### config.mk
export PLATFORM = sky130hd
export DESIGN_NAME = program_counter_unit
export DESIGN_NICKNAME = d
export VERILOG_FILES = /design/src/rtl/program_counter_unit_pkg.sv /design/src/rtl/program_counter_unit_syncEdgeDetect.sv /design/src/rtl/program_counter_unit.sv
export SDC_FILE = /design/constraint.sdc
export NUM_CORES = 1
export LEC_CHECK = 0
export ABC_AREA = 1
export CAP_MARGIN = 10
export CORE_ASPECT_RATIO = 1.4
export CORE_MARGIN = 4
export CORE_UTILIZATION = 45
export DETAILED_ROUTE_END_ITERATION = 16
export GPL_TIMING_DRIVEN = 0
export PLACE_DENSITY = 0.8
export REMOVE_ABC_BUFFERS = 1
export SETUP_SLACK_MARGIN = 0.2
export SLEW_MARGIN = 20
export SYNTH_ARGS = -nofsm -noshare
export SYNTH_HDL_FRONTEND = slang
export SYNTH_SLANG_ARGS = --single-unit
### constraint.sdc
create_clock -name clock -period 1.35 [get_ports clock]
set_input_delay 0.27 -clock clock [delete_from_list [all_inputs] [get_ports clock]]
set_output_delay 0.27 -clock clock [all_outputs]
set_load 0.05 [all_outputs]
### src/rtl/program_counter_unit_pkg.sv
// Shared types and defaults for the program counter unit.
// State encoding and address parameters.
package program_counter_unit_pkg;

  localparam int PCU_ADDR_WIDTH = 10;
  localparam int unsigned PCU_RESET_PC = 0;

  typedef enum logic [1:0] {
    RUN     = 2'b00,
    WAIT_IN = 2'b01,
    HALT    = 2'b10
  } pcu_state_e;

endpackage

### src/rtl/program_counter_unit_syncEdgeDetect.sv
// Two-flop synchronizer for an async button plus a
// registered single-cycle rising-edge pulse.
module syncEdgeDetect (
  input  logic clock,
  input  logic resetn,
  input  logic async_i,
  output logic rise_o
);

  logic [1:0] sync_q;
  logic       prev_q;
  logic       rise_q;

  // Metastability chain, history bit and pulse register.
  always_ff @(posedge clock or negedge resetn) begin
    if (!resetn) begin
      sync_q <= 2'b00;
      prev_q <= 1'b0;
      rise_q <= 1'b0;
    end else begin
      sync_q <= {sync_q[0], async_i};
      prev_q <= sync_q[1];
      rise_q <= sync_q[1] & ~prev_q;
    end
  end

  assign rise_o = rise_q;

endmodule

### src/rtl/program_counter_unit.sv
// Next-PC sequencing with branch flags, halt and
// operator input-wait states.
module program_counter_unit
  import program_counter_unit_pkg::*;
#(
  parameter int          ADDR_WIDTH = PCU_ADDR_WIDTH,
  parameter int unsigned RESET_PC   = PCU_RESET_PC
) (
  input  logic                  clock,
  input  logic                  resetn,
  input  logic                  jump,
  input  logic                  bzero,
  input  logic                  bnegative,
  input  logic [ADDR_WIDTH-1:0] mainAddress,
  input  logic                  HLT,
  input  logic                  enable,
  input  logic                  aluZero,
  input  logic                  aluNegative,
  input  logic                  inRequest,
  input  logic                  inConfirm,
  output logic [ADDR_WIDTH-1:0] pc,
  output logic                  halted,
  output logic                  stall,
  output logic                  zeroFlag,
  output logic                  negFlag
);

  pcu_state_e            state_q, state_d;
  logic [ADDR_WIDTH-1:0] pc_q, pc_d;
  logic                  zf_q, zf_d;
  logic                  nf_q, nf_d;
  logic                  confirm_rise;
  logic                  take;
  logic [ADDR_WIDTH-1:0] pc_inc;

  syncEdgeDetect u_confirm (
    .clock   (clock),
    .resetn  (resetn),
    .async_i (inConfirm),
    .rise_o  (confirm_rise)
  );

  // Branch decision uses only the registered flags.
  assign take = jump
              | (bzero & zf_q)
              | (bnegative & nf_q);

  assign pc_inc = pc_q + ADDR_WIDTH'(1);

  // State register.
  always_ff @(posedge clock or negedge resetn) begin
    if (!resetn) begin
      state_q <= RUN;
    end else begin
      state_q <= state_d;
    end
  end

  // Next-state logic; HALT is left only by reset.
  always_comb begin
    state_d = state_q;
    unique case (state_q)
      RUN: begin
        if (HLT) begin
          state_d = HALT;
        end else if (!take && inRequest) begin
          state_d = WAIT_IN;
        end
      end
      WAIT_IN: begin
        if (confirm_rise) begin
          state_d = RUN;
        end
      end
      HALT: begin
        state_d = HALT;
      end
      default: begin
        state_d = RUN;
      end
    endcase
  end

  // State-decoded status outputs.
  always_comb begin
    halted = 1'b0;
    stall  = 1'b0;
    unique case (state_q)
      WAIT_IN: stall  = 1'b1;
      HALT:    halted = 1'b1;
      default: begin
        halted = 1'b0;
        stall  = 1'b0;
      end
    endcase
  end

  // Next PC and flag values by state and priority.
  always_comb begin
    pc_d = pc_q;
    zf_d = zf_q;
    nf_d = nf_q;
    unique case (state_q)
      RUN: begin
        if (enable) begin
          zf_d = aluZero;
          nf_d = aluNegative;
        end
        if (HLT) begin
          pc_d = pc_q;
        end else if (take) begin
          pc_d = mainAddress;
        end else if (inRequest) begin
          pc_d = pc_q;
        end else begin
          pc_d = pc_inc;
        end
      end
      WAIT_IN: begin
        if (confirm_rise) begin
          pc_d = pc_inc;
        end
      end
      default: begin
        pc_d = pc_q;
      end
    endcase
  end

  // PC and flag registers.
  always_ff @(posedge clock or negedge resetn) begin
    if (!resetn) begin
      pc_q <= ADDR_WIDTH'(RESET_PC);
      zf_q <= 1'b0;
      nf_q <= 1'b0;
    end else begin
      pc_q <= pc_d;
      zf_q <= zf_d;
      nf_q <= nf_d;
    end
  end

  assign pc       = pc_q;
  assign zeroFlag = zf_q;
  assign negFlag  = nf_q;

endmodule

==> metrics.md <==
| Metric | Value |
|---|---|
| Flop-to-flop setup slack | -0.12 ns |
| Clock buffer count from CTS | 3 |
| Worst-margin pin slew | 0.847 ns |
| Final max-slew violation count | 0 |
| Worst-case clock buffer depth | 2 |
| Mapped Cells | 150 |
| Area delta synth->final | 81.2% |
| Die area | 3190 um^2 |
| Grt ovf | 0 |
| Post-DP HPWL | 1820 um |
| Vias in the first global route | 1229 |
| Iteration-0 DRC Markers | 88 |
| Number of synthesized register bits | 18 |
| R2R cell count | 5 |
| Distinct cells, synth | 16 |
| Setup Crit Path Kind | reg2reg |
| Ports | 35 |
| Startpoint Class | flip-flop |
| Yosys top cell area share | 42.8% |
| Clk root buf | clkbuf_4 |
| H-tree levels | 1 |
| Fill cells | 93 |
| Max capacitance violation total | 0 |
| Min cycle time layout | 1.47 ns |
| Placer Congestion | 0.763 |
| Nets@finish | 239 |
| PwrDens | 2260 nW/um^2 |
| CTS clock-pin slew for the worst setup and hold paths | 0.11 ns |
| Netlist Area Pre-Place | 1050 um^2 |
| Initial antenna violation count | 0 |
| Failing checks | negative setup slack |
| Routed via count | 1293 |
| Util after Layout | 86.6% |
| Setup Viol. Count Final | 3 |
| Post-DRT Antenna Nets | 0 |
| Status | complete, but fails checks |
| Routed WL | 3950 um |
| DIE WIDTH | 48.9 um |
| DRC Markers | 0 |
| Tcrit/Tclk final | 109% |
| Final hold violations | 0 |
| Setup WS pre-CTS | -0.339 ns |
| RSZ-0062 raised after global routing | true |
| Via density per instance | 5.43 |
| Worst hold path class | in2async |
| Crit path max fanout | 5 |
| Cell taking the most area after synthesis | dfrtp_1 |
| First-pass DRT Iterations | 4 |
| Leakage | 0.000932 uW |
| Crit path cell chain | nand3_1 -> o21ai_0 -> nand3_1 -> nand2_1 -> nand2_1 |
| First-pass GRT wire length | 5530 um |
| Final worst slack | -0.122 ns |
| Crit-path max cell delay | 0.45 ns |
| Core Rows | 20 |
| Yosys warnings | 0 |
| Avg Cell Area, Syn | 7.02 um^2 |
| CP Data Required Time | 1.56 ns |
| Clk_lat worst skew | 0.31 ns |
| CP max stage cell | dfrtp_2 |
| Post-cts hold buffer count | 0 |
| Area contributors post-synth | dfrtp_1, nand2_1, nor2_1 |
| Clock sink count | 18 |
| Share of layout cells above drive strength 1 | 42.6% |
| F_max | 680 MHz |
| Die height | 65.2 um |
| GRT Util Overall | 22.5% |
| Port Buffers | 34 |
| # diodes | 0 |
| CP arrival | 1.69 ns |
| Core area | 2200 um^2 |
| Largest net degree at the start of global routing | 19 |
| Drt wl/cell | 16.6 um |
| Tightest slew margin relative to the limit | 43.4% |
| Peak supply drop | 0.00150 V |
| Seq/Total Area, Yosys | 42.8% |
| CP Capture Type | flip-flop |
| Worst Clk Skew | 0.0113 ns |
| CTS tree | done |
| Starting Density | 47.8% |
## cells by family after synthesis
group                    share of synthesized area [%]
AND/OR/NAND/NOR                                   39.4
adder cells (fa/ha/maj)                           1.19
buffers and inverters                             8.20
XOR/XNOR                                         0.832
flip-flops                                        42.8
multiplexers                                      2.14
AO/OA/AOI/OAI                                     5.47
## worst max-delay path: cells and delay by family (launching register included)
family	cells	cell delay, ns
compound gates	1	0.37
simple gates	4	0.55
flops	1	0.45
## path summary, 6_finish.rpt
path / from / to
max reg2reg: pc[2] / pc[5]
max: pc[2] / pc[5]
max in group asynchronous: resetn / pc[1]
min reg2reg: u_confirm.sync_q[0] / u_confirm.sync_q[1]
min: resetn / pc[4]
min in group clock: u_confirm.sync_q[0] / u_confirm.sync_q[1]
## synth_stat cells
cell type and number:
nor2_1 21, inv_1 17, dfrtp_1 18, nor2_2 1, o21ai_2 2, buf_6 2
o21ai_0 5, nand2_1 58, nand3b_1 4, mux2_2 2, nand4_1 1, nand3_1 10
xnor2_1 1, a21oi_1 3, nand2_2 4, ha_1 1
## sequential cells by signal (all words and copies together) (netlist names)
signal / count
u_confirm.prev_q: 1
state_q: 2
pc: 10
u_confirm.rise_o: 1
negFlag: 1
zeroFlag: 1
u_confirm.sync_q: 2
## power by group
| part | leakage (uW) | total (uW) | internal (uW) | switching (uW) |
|---|---|---|---|---|
| sequential | 0.000209 | 1020 | 758 | 261 |
| clock | 0.0000210 | 349 | 165 | 184 |
| combinational | 0.000702 | 2940 | 1280 | 1660 |
| total | 0.000932 | 4310 | 2210 | 2100 |
## per-stage QoR
stage	instances	total power [uW]	hold WS, ns	setup TNS (ns)	instance area, um^2
final	238	4310	0.0417	-0.190	1910
after CTS	230	3770	0.372	-0.00471	1710
after floorplan	148	2220	-0.0256	-1.02	1030
after detailed placement	204	2840	0.349	-5.09	1400
after global placement	204	2790	0.335	-4.51	1400
after global routing	238	4530	0.122	-0.861	1910
## final cells by class
class | instances | area (um^2) | area share [%]
Clock buffer | 4 | 36.3 | 1.90
Inverter | 17 | 66.3 | 3.48
Multi-Input combinational cell | 114 | 698 | 36.6
Sequential cell | 18 | 459 | 24.1
Tap cell | 22 | 27.5 | 1.44
Timing Repair Buffer | 63 | 619 | 32.5
## placed cells by master (no fill, tap or decap), drive strengths merged, types with 4 or more instances in the layout
cell type	n
nand2	63
buf	43
nor2	22
clkdlybuf4s50	19
dfrtp	18
inv	17
nand3	10
o21ai	7
nand3b	4
clkbuf	4
## timing repair
| action | CTS | global route |
|---|---|---|
| buffers inserted | 21 | 8 |
| pin swaps | 2 | 14 |
| setup endpoints to repair | 26 | 30 |
| cloned | 1 | 0 |
| gates resized for setup | 126 | 40 |
## per-layer routing
metal	track usage, %	wire [um]	vias to the layer above	part of all wire (%)
li1	-	-	596	-
met3	4.99	254	23	6.4
met5	0	0	-	0
met4	14.8	235	0	5.9
met1	23.6	1310	591	33
met2	39.5	2150	83	54
Power figures use the tool's default switching activity.
